`src/rtl/bus_arb_pkg.sv`:
```
// rtl/bus_arb_pkg.sv - shared types and helpers for the bus host arbiter
package bus_arb_pkg;

    // ARB : pick a winner each cycle; HOLD : keep the stalled winner until granted
    typedef enum logic {
        ARB  = 1'b0,
        HOLD = 1'b1
    } arb_state_e;

    // Width of a host index; never zero so single-bit buses stay legal
    function automatic int host_idx_width(input int nr_hosts);
        return (nr_hosts > 1) ? $clog2(nr_hosts) : 1;
    endfunction

endpackage

```
`src/rtl/bus_id_fifo.sv`:
```
// rtl/bus_id_fifo.sv - in-order FIFO of host IDs for outstanding transactions
//
// Ports:
//   clk_i, rst_i  clock, asynchronous active-high reset
//   push_i        write wdata_i (accepted when not full, or when popping)
//   pop_i         drop the head entry (ignored when empty)
//   wdata_i       ID to store
//   rdata_o       head entry, valid when not empty
//   empty_o       no entries
//   full_o        Depth entries
//   count_o       number of entries
module bus_id_fifo #(
    parameter int Depth = 2,
    parameter int Width = 1
) (
    input  logic                       clk_i,
    input  logic                       rst_i,
    input  logic                       push_i,
    input  logic                       pop_i,
    input  logic [Width-1:0]           wdata_i,
    output logic [Width-1:0]           rdata_o,
    output logic                       empty_o,
    output logic                       full_o,
    output logic [$clog2(Depth+1)-1:0] count_o
);

    localparam int PtrW = (Depth > 1) ? $clog2(Depth) : 1;
    localparam int CntW = $clog2(Depth + 1);

    logic [Width-1:0] mem_q [Depth];
    logic [PtrW-1:0]  wr_ptr_q, rd_ptr_q;
    logic [CntW-1:0]  count_q;
    logic             do_push, do_pop;

    // Depth need not be a power of two, so wrap explicitly
    function automatic logic [PtrW-1:0] ptr_inc(input logic [PtrW-1:0] p);
        return (p == PtrW'(Depth - 1)) ? '0 : p + PtrW'(1);
    endfunction

    assign empty_o = (count_q == '0);
    assign full_o  = (count_q == CntW'(Depth));
    assign count_o = count_q;
    assign rdata_o = mem_q[rd_ptr_q];

    // A push into a full FIFO is only legal alongside a pop; the head is
    // read combinationally before the slot is overwritten at the edge.
    assign do_pop  = pop_i & ~empty_o;
    assign do_push = push_i & (~full_o | do_pop);

    always_ff @(posedge clk_i or posedge rst_i) begin
        if (rst_i) begin
            wr_ptr_q <= '0;
            rd_ptr_q <= '0;
            count_q  <= '0;
            for (int i = 0; i < Depth; i++) begin
                mem_q[i] <= '0;
            end
        end else begin
            if (do_push) begin
                mem_q[wr_ptr_q] <= wdata_i;
                wr_ptr_q        <= ptr_inc(wr_ptr_q);
            end
            if (do_pop) begin
                rd_ptr_q <= ptr_inc(rd_ptr_q);
            end
            case ({do_push, do_pop})
                2'b10:   count_q <= count_q + CntW'(1);
                2'b01:   count_q <= count_q - CntW'(1);
                default: count_q <= count_q;
            endcase
        end
    end

endmodule

```
`src/rtl/bus_host_arbiter.sv`:
```
// rtl/bus_host_arbiter.sv - round-robin arbiter sharing one device port among bus hosts
//
// Ports:
//   clk_i, rst_i        clock, asynchronous active-high reset
//   host_req_i/gnt_o    per-host request / grant (grant one-hot or zero)
//   host_addr_i, host_we_i, host_be_i, host_wdata_i  per-host request payload (flat)
//   host_rvalid_o       per-host response valid (one-hot or zero)
//   host_rdata_o/err_o  response data/error shared by all hosts
//   dev_*               device-side request/response port
//   unexp_rsp_o         sticky: response arrived with nothing outstanding
module bus_host_arbiter
    import bus_arb_pkg::*;
#(
    parameter int NrHosts        = 2,
    parameter int DataWidth      = 32,
    parameter int AddressWidth   = 32,
    parameter int MaxOutstanding = 2
) (
    input  logic                              clk_i,
    input  logic                              rst_i,
    input  logic [NrHosts-1:0]                host_req_i,
    output logic [NrHosts-1:0]                host_gnt_o,
    input  logic [NrHosts*AddressWidth-1:0]   host_addr_i,
    input  logic [NrHosts-1:0]                host_we_i,
    input  logic [NrHosts*DataWidth/8-1:0]    host_be_i,
    input  logic [NrHosts*DataWidth-1:0]      host_wdata_i,
    output logic [NrHosts-1:0]                host_rvalid_o,
    output logic [DataWidth-1:0]              host_rdata_o,
    output logic                              host_err_o,
    output logic                              dev_req_o,
    input  logic                              dev_gnt_i,
    output logic [AddressWidth-1:0]           dev_addr_o,
    output logic                              dev_we_o,
    output logic [DataWidth/8-1:0]            dev_be_o,
    output logic [DataWidth-1:0]              dev_wdata_o,
    input  logic                              dev_rvalid_i,
    input  logic [DataWidth-1:0]              dev_rdata_i,
    input  logic                              dev_err_i,
    output logic                              unexp_rsp_o
);

    localparam int BeW  = DataWidth / 8;
    localparam int IdxW = host_idx_width(NrHosts);
    localparam int CntW = $clog2(MaxOutstanding + 1);

    arb_state_e       state_q;
    logic [IdxW-1:0]  ptr_q, hold_idx_q;
    logic             unexp_q;

    logic [IdxW-1:0]  win_idx, sel_idx, head_idx;
    logic             win_found, sel_valid, can_issue, grant, pop;
    logic             fifo_empty, fifo_full;
    logic [CntW-1:0]  fifo_count;

    function automatic logic [IdxW-1:0] next_idx(input logic [IdxW-1:0] i);
        return (i == IdxW'(NrHosts - 1)) ? '0 : i + IdxW'(1);
    endfunction

    // Scan from the pointer upward so the last-granted host ranks lowest
    always_comb begin
        win_found = 1'b0;
        win_idx   = ptr_q;
        for (int i = 0; i < NrHosts; i++) begin
            if (!win_found && host_req_i[(int'(ptr_q) + i) % NrHosts]) begin
                win_found = 1'b1;
                win_idx   = IdxW'((int'(ptr_q) + i) % NrHosts);
            end
        end
    end

    // A response in this cycle frees a slot, so it counts as credit
    assign can_issue = (fifo_count < CntW'(MaxOutstanding)) | dev_rvalid_i;

    assign sel_idx   = (state_q == HOLD) ? hold_idx_q : win_idx;
    assign sel_valid = (state_q == HOLD) ? host_req_i[hold_idx_q] : win_found;
    assign dev_req_o = ~rst_i & sel_valid & can_issue;
    assign grant     = dev_req_o & dev_gnt_i;
    assign pop       = ~rst_i & dev_rvalid_i & ~fifo_empty;

    always_comb begin
        dev_addr_o  = host_addr_i[AddressWidth-1:0];
        dev_we_o    = host_we_i[0];
        dev_be_o    = host_be_i[BeW-1:0];
        dev_wdata_o = host_wdata_i[DataWidth-1:0];
        for (int i = 0; i < NrHosts; i++) begin
            if (sel_idx == IdxW'(i)) begin
                dev_addr_o  = host_addr_i[i*AddressWidth +: AddressWidth];
                dev_we_o    = host_we_i[i];
                dev_be_o    = host_be_i[i*BeW +: BeW];
                dev_wdata_o = host_wdata_i[i*DataWidth +: DataWidth];
            end
        end
    end

    assign host_gnt_o    = grant ? (NrHosts'(1) << sel_idx) : '0;
    assign host_rvalid_o = pop ? (NrHosts'(1) << head_idx) : '0;
    assign host_rdata_o  = dev_rdata_i;
    assign host_err_o    = dev_err_i;
    assign unexp_rsp_o   = unexp_q;

    bus_id_fifo #(
        .Depth (MaxOutstanding),
        .Width (IdxW)
    ) u_fifo (
        .clk_i   (clk_i),
        .rst_i   (rst_i),
        .push_i  (grant),
        .pop_i   (pop),
        .wdata_i (sel_idx),
        .rdata_o (head_idx),
        .empty_o (fifo_empty),
        .full_o  (fifo_full),
        .count_o (fifo_count)
    );

    always_ff @(posedge clk_i or posedge rst_i) begin
        if (rst_i) begin
            state_q    <= ARB;
            ptr_q      <= '0;
            hold_idx_q <= '0;
            unexp_q    <= 1'b0;
        end else begin
            if (dev_rvalid_i && fifo_empty) begin
                unexp_q <= 1'b1;
            end
            if (grant) begin
                ptr_q <= next_idx(sel_idx);
            end
            case (state_q)
                ARB: begin
                    if (dev_req_o && !dev_gnt_i) begin
                        hold_idx_q <= win_idx;
                        state_q    <= HOLD;
                    end
                end
                HOLD: begin
                    // Granted, or the host withdrew: either way re-arbitrate
                    if (grant || !host_req_i[hold_idx_q]) begin
                        state_q <= ARB;
                    end
                end
                default: state_q <= ARB;
            endcase
        end
    end

endmodule

```
`config.mk`:
```
export PLATFORM = sky130hd
export DESIGN_NAME = bus_host_arbiter
export DESIGN_NICKNAME = d
export VERILOG_FILES = /design/src/rtl/bus_arb_pkg.sv /design/src/rtl/bus_id_fifo.sv /design/src/rtl/bus_host_arbiter.sv
export SDC_FILE = /design/constraint.sdc
export NUM_CORES = 1
export LEC_CHECK = 0
export BUFFER_PORTS_ARGS = -buffer_cell sky130_fd_sc_hd__buf_2
export CAP_MARGIN = 30
export CORE_AREA = 4 4 109 111
export DETAILED_ROUTE_END_ITERATION = 8
export DIE_AREA = 0 0 113 115
export HOLD_SLACK_MARGIN = 0.06
export PLACE_DENSITY_LB_ADDON = 0.12
export SLEW_MARGIN = 20
export SYNTH_ARGS = -nofsm -noshare
export SYNTH_HDL_FRONTEND = slang
export SYNTH_SLANG_ARGS = --single-unit
```
`constraint.sdc`:
```
create_clock -name clk_i -period 4.6 [get_ports clk_i]
set_clock_uncertainty 0.2 [all_clocks]
set_input_delay 1.38 -clock clk_i [delete_from_list [all_inputs] [get_ports clk_i]]
set_output_delay 1.38 -clock clk_i [all_outputs]
set_load 0.02 [all_outputs]
```
# ---- Word level (Yosys, flattened, before mapping)
# Cells that the tools add are included.
dict set report totals {
  output_inout_bits 108
  wordCells 85
  reg_bits 10
  input_bits 177
}
dict set report op_classes {
  n_reduce_logical 11
  n_mux 31
  n_bitwise 16
  shifts 2
  addsub 6
  n_eq_ne 3
  n_lt_le_gt_ge 7
}
# operator count
set op_table {}
lappend op_table {{$mux 32} 2}
lappend op_table {{$mux 1} 22}
lappend op_table {{$and 1x1->1} 7}
lappend op_table {{$add 1x1->1 const B} 4}
lappend op_table {{$eq 2x2->1 const B} 2}
lappend op_table {{$ge 2x2->1 const B} 2}
lappend op_table {{$logic_and 1x1->1} 4}
lappend op_table {{$lt 1x2->1 const B} 2}
lappend op_table {{$mux 2} 2}
lappend op_table {{$mux 4} 1}
lappend op_table {{$not 1->1} 4}
lappend op_table {{$not 1->2} 2}
lappend op_table {{$pmux 2 s2} 1}
lappend op_table {{$shl 1x1->2 const A} 2}
lappend op_table {{$logic_not 1->1} 3}
lappend op_table {{$lt 2x3->1 const B} 1}
lappend op_table {{$add 2x1->2 const B} 1}
lappend op_table {{$bwmux 2} 1}
lappend op_table {{$eq 2x1->1 const B} 1}
lappend op_table {{$logic_not 2->1} 1}
lappend op_table {{$lt 2x1->1 const B} 1}
lappend op_table {{$lt 2x2->1 const B} 1}
lappend op_table {{$or 1x1->1} 2}
lappend op_table {{$pmux 1 s2} 1}
lappend op_table {{6 further kinds} 6}

# ---- Depth between registers and ports, before layout
# Gate-level depths: netlist (run 1).
dict set report depth {
  word_depth 14
  depth_mapped 6
  ltp_nobuf 4
}

# ---- Cells and area by module
# Synthesis (run 1) repeated with hierarchy kept, for this count alone.
dict set report hier_totals {
  hier_cells 173
  hier_area_um2 2008.2
}
# module instances seq_area_each_um2 area_per_inst_um2 cells_per_inst
set by_module_without_submodules {}
lappend by_module_without_submodules {bus_host_arbiter 1 100.1 1690.4 143}
lappend by_module_without_submodules {bus_id_fifo 1 150.1 317.8 30}

# ---- Worst setup path before layout (run 1)
# Ideal clock, no wire load.
dict set report synth_timing {
  kind {input to output}
  start {in host_req_i[1]}
  end {out host_gnt_o[0]}
  stages 4
  path_slack_ps 340
  t_required_ps 3020
  arrival_time_ps 2680
  path_buffers 0
  cell_sequence {mux2i_1 -> a2111oi_4 -> nand2_4 -> nor2b_1}
}
dict set report synth_between {
  elab_chain_len 11
  elab_cells_between_ends 19
  cone_classes {shift: 1; mux: 13; bitwise: 3; reduce/logical: 2}
}
# element line
set synth_rtl {}
lappend synth_rtl {{from (decl)} bus_host_arbiter.sv:21} ;# input logic [NrHosts-1:0] host_req_i,
lappend synth_rtl {{$mux 1 (implied by the code) (2 in series)} bus_host_arbiter.sv:64} ;# if (!win_found && host_req_i[(int'(ptr_q) + i) % NrHosts]) begin
lappend synth_rtl {{$mux 1} bus_host_arbiter.sv:64}
lappend synth_rtl {{$logic_not 1->1} bus_host_arbiter.sv:64}
lappend synth_rtl {{$logic_and 1x1->1} bus_host_arbiter.sv:64}
lappend synth_rtl {{$mux 1} bus_host_arbiter.sv:64}
lappend synth_rtl {{$mux 1 (*)} bus_host_arbiter.sv:75} ;# assign sel_valid = (state_q == HOLD) ? host_req_i[hold_idx_q] : win_found;
lappend synth_rtl {{$and 1x1->1 (*) (2 in series)} bus_host_arbiter.sv:76} ;# assign dev_req_o = ~rst_i & sel_valid & can_issue;
lappend synth_rtl {{via dev_req_o} bus_host_arbiter.sv:30} ;# output logic dev_req_o,
lappend synth_rtl {{$and 1x1->1 (*)} bus_host_arbiter.sv:77} ;# assign grant = dev_req_o & dev_gnt_i;
lappend synth_rtl {{$mux 2 (*)} bus_host_arbiter.sv:95} ;# assign host_gnt_o = grant ? (NrHosts'(1) << sel_idx) : '0;
lappend synth_rtl {{to (decl)} bus_host_arbiter.sv:22} ;# output logic [NrHosts-1:0] host_gnt_o,
# Mark *: on every way through the listed nets, which the timed path passes. The rest lies on a longest branch. The select of a mux whose other input is x is not followed.

# ---- Worst setup path in the final report (run 1)
dict set report layout_timing {
  start {in host_req_i[0]}
  end {out dev_addr_o[10]}
}
dict set report layout_between {
  elab_chain_len 8
  elab_cells_between_ends 11
  cone_classes {mux: 9; reduce/logical: 2}
}
# element line
set layout_rtl {}
lappend layout_rtl {{$mux 1 (implied by the code) (2 in series)} bus_host_arbiter.sv:64}
lappend layout_rtl {{$mux 1} bus_host_arbiter.sv:64}
lappend layout_rtl {{$logic_not 1->1} bus_host_arbiter.sv:64}
lappend layout_rtl {{$logic_and 1x1->1 (*)} bus_host_arbiter.sv:64}
lappend layout_rtl {{$mux 1 (*)} bus_host_arbiter.sv:64}
lappend layout_rtl {{$mux 1 (*)} bus_host_arbiter.sv:74} ;# assign sel_idx = (state_q == HOLD) ? hold_idx_q : win_idx;
lappend layout_rtl {{$mux 32 (*)} bus_host_arbiter.sv:86} ;# if (sel_idx == IdxW'(i)) begin
lappend layout_rtl {{to (decl)} bus_host_arbiter.sv:32} ;# output logic [AddressWidth-1:0] dev_addr_o,
# Every way passes the cells marked *; elsewhere a longest branch is shown, timed or not. The select of a mux whose other input is x is not followed.

==> results of run 1 <==
==> power by group through the flow <==
stage,clock [W],combinational (W),sequential [W]
6_report,0.0000907,0.00112,0.000170
5_1_grt,0.000102,0.00120,0.000177
4_1_cts,0.0000956,0.00108,0.000171
3_5_place_dp,0,0.00107,0.000172
3_3_place_gp,0,0.00107,0.000172
2_1_floorplan,0,0.000793,0.000159
==> final cells by class <==
cell class	count	area [um2]
inverter	2	7.507
tap	140	175.2
sequential	10	250.2
multi-input combinational	111	1106
clock buffer	3	41.29
timing repair buffer	227	1205
fill	1181	8008
==> routing by layer <==
| layer | track usage | part of all wire |
|---|---|---|
| met5 | 0 | 0.0017 |
| met2 | 0.1876 | 0.54 |
| met4 | 0.03205 | 0.026 |
| met1 | 0.1052 | 0.34 |
| met3 | 0.02474 | 0.095 |
==> through the flow <==
step | std cells | worst slack, ps
after detailed placement | 485 | 10.24
after floorplan | 164 | 340.0
after global routing | 493 | 14.56
after CTS | 488 | 12.65
final | 493 | 69.68
after global placement | 485 | 18.85
==> final timing paths <==
check                      slack [ps]     startpoint                 to  depth (start not counted)
max in group asynchronous        3020          rst_i  u_fifo.count_o[0]                          3
setup / recovery                   70  host_req_i[0]     dev_addr_o[10]                          8
hold reg to reg                   250    unexp_rsp_o        unexp_rsp_o                          1
setup reg to reg                 2680     hold_idx_q         hold_idx_q                          5
hold / removal                    250    unexp_rsp_o        unexp_rsp_o                          1
min in group asynchronous        1020          rst_i  u_fifo.count_o[1]                          3
==> worst max-delay path, stage by stage <==
cell     delay (ps)
buf_2           110
inv_1            40
maj3_1          380
mux2i_4         170
buf_4           150
buf_12          170
mux2_2          360
buf_2           160
==> kinds of logic after synthesis <==
| family | after synthesis |
|---|---|
| fa+ha+maj | 1 |
| compound gates | 15 |
| mux | 75 |
| flops | 10 |
| xor+xnor | 2 |
| buf+inv | 43 |
| simple gates | 18 |
==> flip-flops by register name, indices dropped and copies added (netlist names) <==
name and cells:
u_fifo.count_o 2, u_fifo.mem_q 2, hold_idx_q 1, ptr_q 1
state_q 1, u_fifo.rd_ptr_q 1, u_fifo.wr_ptr_q 1, unexp_rsp_o 1
==> what timing repair did <==
action | 4_1_cts | 5_1_grt
cloned | 0 | 2
buffers inserted | 0 | 3
resized for setup | 1 | 0
hold buffers | 0 | 0
setup endpoints to repair | 1 | 46
==> cells in the final DEF, fill, tap and decap left out, types with 3 or more instances in the layout <==
cell type,count
a31oi_1,3
clkbuf_8,3
mux2i_1,3
mux2_2,69
buf_2,218
dfrtp_1,10
nor2_1,7
a21oi_1,4
buf_4,5
nor2b_1,4
==> impl_summary.txt, run 1 <==
----------------------------------------------------
[Outcome]
  Outcome ... finished clean

[Yosys]
  Library cell with the largest summed area after synthesis ... mux2_2
  Register bit count reported by yosys ... 10
  Number of enable flip-flop cells after synthesis ... 0
  Sequential fraction of the synthesis area ... 0.1516
  Netlist cell types ... 26
  Dominant cells by area after synthesis ... mux2_2 48%, buf_4 18%, dfrtp_1 15%
  Main combinational cell family by area after synthesis ... multiplexers
  Warnings, synthesis ... 0
  Post-Syn Instances ... 164
  Post-synth top cells ... 70 x mux2_2, 39 x buf_4, 10 x dfrtp_1, 7 x nor2_1
  Portion of netlist area occupied by mux cells ... 0.5110
  Share of async-settable or async-resettable flops after synthesis ... 1.000
  Post-synthesis share of cell area spent on xor and xnor gates ... 0.01061
  Synthesized area per cell ... 10.06 um2
  Cell area after synthesis ... 1650 um2
  Synth Area in Compound Gates ... 0.07202
  Library cell with the highest instance count after synthesis ... mux2_2
  Area share of the largest cell type after synthesis ... 0.4776
  Most common flop cell mapped by yosys ... dfrtp_1
  Simple logic cell fraction of the synthesized area ... 0.06065
  Mapped Nets ... 341
  Adder-cell share of the synthesized area ... 0.006065

[Timing]
  Number of pins with negative max-slew slack in the final report ... 0
  Post-route minimum period ... 4530 ps
  Count of final hold-check violations ... 0
  Aggregate negative setup slack ... 0 ps
  Fmax achieved ... 220.7 MHz
  Tcrit/Tclk final ... 0.9849
  Max-slew headroom ... 0.6904
  Number of setup violations in the final report ... 0
  Slew at the pin closest to its max-slew limit ... 464.4 ps
  Unrepaired setup endpoints after global routing ... false
  Final hold slack ... 248.0 ps

[Clock network]
  TritonCTS clock tree ... built
  Clock Sinks ... 10
  Clock transition at the registers of the reported paths ... 50 ps
  Clock root buffer ... clkbuf_8
  Clock Tree Buf Depth ... 2
  Number of buffers created by CTS ... 3
  Clock latency on the worst-skew pair ... 230 ps
  Number of levels the H-tree was split into ... 1

[Cells and area]
  Final layout net count ... 532
  Share of the core filled with cells in the final layout ... 0.2581
  Layout Cell Area excl Fill ... 2785 um2
  Number of diodes added for antenna fixing ... 0
  Growth of design area from synthesis to finish ... 68.76%
  Share of final-layout standard cells stronger than drive strength 1 ... 0.8640

[Power and ir drop]
  Leakage power of the design ... 1.462 nW
  Power density over the cells ... 497.4 nW/um2
  Flop pwr share ... 0.123
  Maximum ir drop on the vdd rail ... 0.2134 mV
  Net switching power of the design ... 0.0006611 W
  Total chip power ... 0.001385 W
  Switching power as a share of total power ... 0.4772
  Part of the power in the clock network ... 0.065
  Internal Power ... 0.0007243 W
  Combinational cell fraction of total power ... 0.812

[Route]
  Number of nets still failing antenna checks after routing ... 0
  DRC marker count from the first detailed-route iteration ... 34
  Total via count in the routed design ... 1,967
  DRC Markers ... 0
  Average wire per standard cell ... 15.66 um
  Total Wirelength ... 7718 um
  Vias per cell ... 3.990
  TritonRoute pass-1 iters ... 4

[Floorplanning]
  Count of boundary I/O pins ... 285
  Area enclosed by the die boundary ... 13,000 um2
  Initial core utilization ... 0.1529
  Site row count ... 38
  Die span in x ... 113 um
  Vertical die dimension ... 115 um
  Floorplan Core Area ... 10,790 um2

[Setup path]
  Crit path required time ... 3020 ps
  Kind of start point of the critical path ... primary input
  Kind of end point of the critical path ... output pin
  Arrival time of the worst setup path ... 2950 ps
  Maximum fanout along the worst path ... 28
  Worst setup path class ... in2out

[GRT]
  Antenna violations before repair ... 1
  Pin count of the biggest net entering global routing ... 47
  Global-route wire length before repair ... 10,070 um
  Number of global-route vias before repair ... 1,910
  Congestion Overflow GR ... 0
  GRT Resource Usage Total ... 0.09820

[Placement]
  Number of input and output port buffers inserted ... 218
  Post-DP HPWL ... 6538 um
  Cell Area, Placed ... 2681 um2
  RD Place Congestion ... 0.7810

[Min path]
  Path type of the worst min-delay path ... reg2reg

[Job]
  Maxcap violations ... 0

----------------------------------------------------
Power figures use the tool's default switching activity.
==> run 2: changes to the inputs <==
--- a/config.mk
+++ b/config.mk
@@ -7,12 +7,13 @@
 export LEC_CHECK = 0
 export BUFFER_PORTS_ARGS = -buffer_cell sky130_fd_sc_hd__buf_2
 export CAP_MARGIN = 30
-export CORE_AREA = 4 4 109 111
+export CORE_AREA = 4 4 107 109
 export DETAILED_ROUTE_END_ITERATION = 8
-export DIE_AREA = 0 0 113 115
+export DIE_AREA = 0 0 111 113
 export HOLD_SLACK_MARGIN = 0.06
 export PLACE_DENSITY_LB_ADDON = 0.12
 export SLEW_MARGIN = 20
 export SYNTH_ARGS = -nofsm -noshare
 export SYNTH_HDL_FRONTEND = slang
+export SYNTH_HIERARCHICAL = 1
 export SYNTH_SLANG_ARGS = --single-unit
==> run 2 against run 1 <==
Compared with the run above: largest power group unchanged; critical endpoint is now dev_we_o; total power grew 9.3%; critical path type unchanged; clock-buffer cell count grew 1; final area grew 7.3%; synthesized cell count is 4.9% higher; combinational power grew 9.8%; cell count grew 1.2%; routed wire length down 4.7%; clock power rose by 22%; register-to-register slack worse by 100 ps.
==> impl_summary.txt, run 2 <==
----------------------------------------------------
[Cells and area]
  Commonest cells after routing, fill and taps aside ... 218 x buf_2, 67 x mux2_4, 10 x dfrtp_1 (was 218 x buf_2, 69 x mux2_2, 10 x dfrtp_1)
  Combined area of the multi-input logic cells ... 1343 um2 (was 1106 um2)
  Reg area ... 250.2 um2 (unchanged)
  Most common library cell in the layout ignoring fill and taps ... buf_2 (unchanged)
  Number of filler cells placed in the layout ... 1,133 (was 1,181)
  Final layout net count ... 534 (was 532)
  Share of the core filled with cells in the final layout ... 0.2818 (was 0.2581)
  Share of final-layout standard cells stronger than drive strength 1 ... 0.8427 (was 0.8640)
  Growth of design area from synthesis to finish ... 49.06% (was 68.76%)

[Route]
  DRC marker count from the first detailed-route iteration ... 80 (was 34)
  Number of nets still failing antenna checks after routing ... 0 (unchanged)
  Total via count in the routed design ... 1,936 (was 1,967)
  Total Wirelength ... 7358 um (was 7718 um)
  TritonRoute pass-1 iters ... 4 (unchanged)
  DRC Markers ... 0 (unchanged)
  Vias per cell ... 3.880 (was 3.990)
  Average wire per standard cell ... 14.75 um (was 15.66 um)

[Setup path]
  Flop-to-flop setup slack ... 2580 ps (was 2680 ps)
  Worst setup path class ... in2out (unchanged)
  Arrival time of the worst setup path ... 2780 ps (was 2950 ps)
  Kind of start point of the critical path ... primary input (unchanged)
  Maximum fanout along the worst path ... 38 (was 28)
  Kind of end point of the critical path ... output pin (unchanged)
  Crit path required time ... 3020 ps (about the same)

[GRT]
  Antenna violations before repair ... 3 (was 1)
  Number of global-route vias before repair ... 1,931 (was 1,910)
  Global-route wire length before repair ... 10,450 um (was 10,070 um)
  Pin count of the biggest net entering global routing ... 39 (was 47)
  GRT Resource Usage Total ... 0.1036 (was 0.09820)
  Congestion Overflow GR ... 0 (unchanged)

[Min path]
  Path type of the worst min-delay path ... reg2reg (unchanged)

[Clock network]
  Clock root buffer ... clkbuf_8 (unchanged)
  Number of buffers created by CTS ... 3 (unchanged)
  TritonCTS clock tree ... built (unchanged)
  Clock Tree Buf Depth ... 2 (unchanged)
  Hold-fix buffers at CTS ... 0 (unchanged)
  Clock transition at the registers of the reported paths ... 50 ps (about the same)
  Clock latency on the worst-skew pair ... 230 ps (about the same)
  Number of setup buffers added after CTS ... 0 (unchanged)
  Number of levels the H-tree was split into ... 1 (unchanged)
  Clock Sinks ... 10 (unchanged)
  Number of cells upsized or downsized after cts ... 0 (was 1)

[Timing]
  Unrepaired setup endpoints after global routing ... false (unchanged)
  Final hold slack ... 253.1 ps (was 248.0 ps)
  Post-route minimum period ... 4364 ps (was 4530 ps)
  Slew at the pin closest to its max-slew limit ... 358.0 ps (was 464.4 ps)
  Number of setup violations in the final report ... 0 (unchanged)
  Max-slew headroom ... 0.7591 (was 0.6904)
  Fmax achieved ... 229.1 MHz (was 220.7 MHz)
  Number of pins with negative max-slew slack in the final report ... 0 (unchanged)
  Aggregate negative setup slack ... 0 ps (unchanged)
  Count of final hold-check violations ... 0 (unchanged)
  Tcrit/Tclk final ... 0.9488 (was 0.9849)

[Floorplanning]
  Die span in x ... 111 um (was 113 um)
  Vertical die dimension ... 113 um (was 115 um)
  Count of boundary I/O pins ... 285 (unchanged)
  Initial core utilization ... 0.1890 (was 0.1529)
  Site row count ... 38 (unchanged)
  Floorplan Core Area ... 10,600 um2 (was 10,790 um2)
  Area enclosed by the die boundary ... 12,540 um2 (was 13,000 um2)

[Placement]
  RD Place Congestion ... 0.8210 (was 0.7810)
  Post-DP HPWL ... 6528 um (was 6538 um)
  Number of input and output port buffers inserted ... 218 (unchanged)

[Power and ir drop]
  Net switching power of the design ... 0.0006948 W (was 0.0006611 W)
  Switching power as a share of total power ... 0.4587 (was 0.4772)
  Maximum ir drop on the vdd rail ... 0.2439 mV (was 0.2134 mV)
  Internal Power ... 0.0008200 W (was 0.0007243 W)
  Power density over the cells ... 507.0 nW/um2 (was 497.4 nW/um2)
  Part of the power in the clock network ... 0.074 (was 0.065)
  Combinational cell fraction of total power ... 0.815 (was 0.812)
  Leakage power of the design ... 1.730 nW (was 1.462 nW)
  Flop pwr share ... 0.112 (was 0.123)

[Yosys]
  Cell area after synthesis ... 2004 um2 (was 1650 um2)
  Mapped Nets ... 349 (was 341)
  Synthesized area per cell ... 11.65 um2 (was 10.06 um2)
  Warnings, synthesis ... 6 (was 0)
  Post-Syn Instances ... 172 (was 164)

[Outcome]
  Outcome ... finished clean (unchanged)

[Job]
  Maxcap violations ... 0 (unchanged)

----------------------------------------------------
==> run 2: critical path: stages <==
cell and delay (ps):
buf_2 130, a21oi_1 150, o31a_2 260, buf_12 290, mux2_2 380, buf_2 160
==> run 2: through the flow <==
stage | instance area, um2 | total power [W] | instances | setup slack, ps
final | 2988 | 0.001515 | 499 | 235.5
after global routing | 2988 | 0.001607 | 499 | 170.5
after CTS | 2980 | 0.001537 | 496 | 240.0
after detailed placement | 2925 | 0.001420 | 492 | 248.7
after global placement | 2925 | 0.001425 | 492 | 259.2
after floorplan | 2004 | 0.001239 | 172 | 437.0
==> run 2: final timing paths <==
path	startpoint	endpoint	depth (start not counted)
max	host_req_i[1]	dev_we_o	6
min	unexp_rsp_o	unexp_rsp_o	1
max reg2reg	u_fifo/count_o[1]	u_fifo/count_o[1]	6
min reg2reg	unexp_rsp_o	unexp_rsp_o	1
max in group asynchronous	rst_i	u_fifo/count_o[1]	2
min in group asynchronous	rst_i	unexp_rsp_o	2
==> run 2: power by group through the flow <==
| stage | Combinational, W | Clock (W) | Sequential (W) |
|---|---|---|---|
| 6_report | 0.00123 | 0.000111 | 0.000169 |
| 4_1_cts | 0.00125 | 0.000115 | 0.000170 |
| 3_3_place_gp | 0.00125 | 0 | 0.000171 |
| 5_1_grt | 0.00131 | 0.000120 | 0.000178 |
| 2_1_floorplan | 0.00108 | 0 | 0.000157 |
| 3_5_place_dp | 0.00125 | 0 | 0.000170 |
==> run 2: per-layer routing <==
metal	global-route usage	routed length (um)
met5	0	0
met4	0.03120	64
met2	0.1994	4116
met1	0.1071	2528
met3	0.03262	649
==> run 2: area by class of cell <==
cell class / count / share of cell area
multi-input combinational: 116 / 0.4493
timing repair buffer: 221 / 0.3811
sequential: 10 / 0.08375
tap: 140 / 0.05863
clock buffer: 4 / 0.01843
inverter: 5 / 0.006281
antenna: 3 / 0.002513
==> run 3: changes to the inputs <==
--- a/config.mk
+++ b/config.mk
@@ -11,7 +11,7 @@
 export DETAILED_ROUTE_END_ITERATION = 8
 export DIE_AREA = 0 0 111 113
 export HOLD_SLACK_MARGIN = 0.06
-export PLACE_DENSITY_LB_ADDON = 0.12
+export PLACE_DENSITY = 0.58
 export SLEW_MARGIN = 20
 export SYNTH_ARGS = -nofsm -noshare
 export SYNTH_HDL_FRONTEND = slang
==> run 3 against run 2 <==
Compared with the run above: worst setup slack improved by 64 ps; critical path type unchanged; non-clock buffer count unchanged; sequential cell count unchanged; sequential power about the same; final area shrank 0.25%; critical endpoint unchanged; sequential share of layout area about the same; cell count shrank 0.60%; core utilization decreased by 0.071 points.
==> impl_summary.txt, run 3 (same netlist as run 2, synthesis figures left out) <==
----------------------------------------------------
[Power and ir drop]
  Leakage power of the design ... 1.730 nW (about the same)
  Combinational cell fraction of total power ... 0.816 (was 0.815)
  Flop pwr share ... 0.111 (was 0.112)
  Power density over the cells ... 506.5 nW/um2 (was 507.0 nW/um2)
  Switching power as a share of total power ... 0.4564 (was 0.4587)
  Maximum ir drop on the vdd rail ... 0.6364 mV (was 0.2439 mV)
  Part of the power in the clock network ... 0.073 (was 0.074)
  Net switching power of the design ... 0.0006890 W (was 0.0006948 W)
  Internal Power ... 0.0008206 W (was 0.0008200 W)

[Route]
  Total Wirelength ... 7414 um (was 7358 um)
  Total via count in the routed design ... 1,999 (was 1,936)
  DRC marker count from the first detailed-route iteration ... 76 (was 80)
  Number of nets still failing antenna checks after routing ... 0 (unchanged)
  Average wire per standard cell ... 14.95 um (was 14.75 um)
  TritonRoute pass-1 iters ... 4 (unchanged)
  DRC Markers ... 0 (unchanged)
  Vias per cell ... 4.030 (was 3.880)

[GRT]
  Pin count of the biggest net entering global routing ... 41 (was 39)
  Number of global-route vias before repair ... 1,998 (was 1,931)
  Congestion Overflow GR ... 0 (unchanged)
  GRT Resource Usage Total ... 0.1052 (was 0.1036)
  Global-route wire length before repair ... 10,730 um (was 10,450 um)
  Antenna violations before repair ... 3 (unchanged)

[Timing]
  Post-route minimum period ... 4301 ps (was 4364 ps)
  Aggregate negative setup slack ... 0 ps (unchanged)
  Number of setup violations in the final report ... 0 (unchanged)
  Count of final hold-check violations ... 0 (unchanged)
  Final hold slack ... 266.0 ps (was 253.1 ps)
  Fmax achieved ... 232.5 MHz (was 229.1 MHz)
  Max-slew headroom ... 0.7352 (was 0.7591)
  Unrepaired setup endpoints after global routing ... false (unchanged)
  Tcrit/Tclk final ... 0.9350 (was 0.9488)
  Number of pins with negative max-slew slack in the final report ... 0 (unchanged)
  Slew at the pin closest to its max-slew limit ... 393.6 ps (was 358.0 ps)

[Floorplanning]
  Initial core utilization ... 0.1890 (unchanged)
  Site row count ... 38 (unchanged)
  Floorplan Core Area ... 10,600 um2 (unchanged)
  Die span in x ... 111 um (unchanged)
  Area enclosed by the die boundary ... 12,540 um2 (unchanged)
  Vertical die dimension ... 113 um (unchanged)
  Count of boundary I/O pins ... 285 (unchanged)

[Setup path]
  Kind of end point of the critical path ... output pin (unchanged)
  Maximum fanout along the worst path ... 40 (was 38)
  Arrival time of the worst setup path ... 2720 ps (was 2780 ps)
  Standard cell with the maximum stage delay on the critical path ... mux2_2 (unchanged)
  Worst setup path class ... in2out (unchanged)
  Crit path buffers/inverters ... 3 (unchanged)
  Stages on worst setup path ... 6 (unchanged)
  Cells along the critical path ... buf_2 -> a21oi_1 -> o31a_2 -> buf_12 -> mux2_2 -> buf_2 (unchanged)
  Depth of the worst register-to-register path ... 6 (unchanged)
  Crit path required time ... 3020 ps (about the same)
  Library cell appearing most often on the critical path ... buf_2 (unchanged)
  Kind of cell with the highest combined delay on the critical path ... buffers and inverters (unchanged)
  CP max stage delay ... 380 ps (about the same)
  Kind of start point of the critical path ... primary input (unchanged)

[Clock network]
  Clock latency on the worst-skew pair ... 230 ps (about the same)
  Number of cells upsized or downsized after cts ... 0 (unchanged)
  Number of setup buffers added after CTS ... 0 (unchanged)
  Hold-fix buffers at CTS ... 0 (unchanged)
  Number of buffers created by CTS ... 3 (unchanged)
  Clock Sinks ... 10 (unchanged)
  Clock Tree Buf Depth ... 2 (unchanged)
  Clock root buffer ... clkbuf_8 (unchanged)
  TritonCTS clock tree ... built (unchanged)
  Number of levels the H-tree was split into ... 1 (unchanged)
  Clock transition at the registers of the reported paths ... 50 ps (about the same)

[Cells and area]
  Share of final-layout standard cells stronger than drive strength 1 ... 0.8427 (unchanged)
  Share of the core filled with cells in the final layout ... 0.2811 (was 0.2818)
  Growth of design area from synthesis to finish ... 48.69% (was 49.06%)
  Reg area ... 250.2 um2 (unchanged)
  Commonest cells after routing, fill and taps aside ... 218 x buf_2, 67 x mux2_4, 10 x dfrtp_1 (unchanged)
  Combined area of the multi-input logic cells ... 1343 um2 (unchanged)
  Final layout net count ... 534 (unchanged)
  Most common library cell in the layout ignoring fill and taps ... buf_2 (unchanged)
  Layout Cell Area excl Fill ... 2980 um2 (was 2988 um2)
  Number of filler cells placed in the layout ... 1,137 (was 1,133)
  Number of diodes added for antenna fixing ... 0 (was 3)

[Outcome]
  Outcome ... finished clean (unchanged)

[Min path]
  Cell depth of the worst hold path ... 1 (unchanged)
  Path type of the worst min-delay path ... reg2reg (unchanged)

[Placement]
  Cell Area, Placed ... 2925 um2 (unchanged)
  Number of input and output port buffers inserted ... 218 (unchanged)
  RD Place Congestion ... 0.8688 (was 0.8210)
  Post-DP HPWL ... 6691 um (was 6528 um)

[Job]
  Maxcap violations ... 0 (unchanged)

----------------------------------------------------
## run 3: path summary, 6_finish.rpt
| kind | startpoint | slack [ps] | end |
|---|---|---|---|
| min in group asynchronous | rst_i | 870 | unexp_rsp_o |
| hold reg to reg | unexp_rsp_o | 270 | unexp_rsp_o |
| setup reg to reg | u_fifo/count_o[1] | 2580 | u_fifo/count_o[1] |
| max in group asynchronous | rst_i | 3110 | u_fifo/rd_ptr_q |
| setup / recovery | host_req_i[1] | 300 | dev_we_o |
| hold / removal | unexp_rsp_o | 270 | unexp_rsp_o |
## run 3: worst reg2reg max path, stage by stage, from the launching register on
cell	delay, ps
dfrtp_1	440
nor2b_1	190
nor2_1	150
and4b_1	410
nor2b_1	250
mux2i_1	200
nor2_1	60
## run 3: final cells by class
cell class | count | area share
clock buffer | 4 | 0.01847
inverter | 5 | 0.006297
multi-input combinational | 116 | 0.4505
sequential | 10 | 0.08396
tap | 140 | 0.05877
timing repair buffer | 221 | 0.3820
## run 3: per-layer routing
layer	GRT usage	share of wire	vias to the layer above
li1	-	-	941
met1	0.1194	0.37	893
met2	0.1711	0.46	148
met3	0.06898	0.15	11
met4	0.01314	0.0051	6
met5	0	0.0046	-
## run 3: power groups by stage
stage	combinational (W)	clock, W	sequential (W)
finish	0.00123	0.000110	0.000168
global route	0.00131	0.000117	0.000177
CTS	0.00125	0.000112	0.000169
detailed placement	0.00125	0	0.000170
global placement	0.00123	0	0.000167
floorplan	0.00108	0	0.000157
## run 3: metrics by stage
stage	cells	power (W)	worst slack, ps
finish	496	0.001510	299.1
detailed placement	492	0.001418	295.5
global route	496	0.001602	230.2
floorplan	172	0.001239	437.0
CTS	496	0.001531	289.5
global placement	492	0.001400	320.0
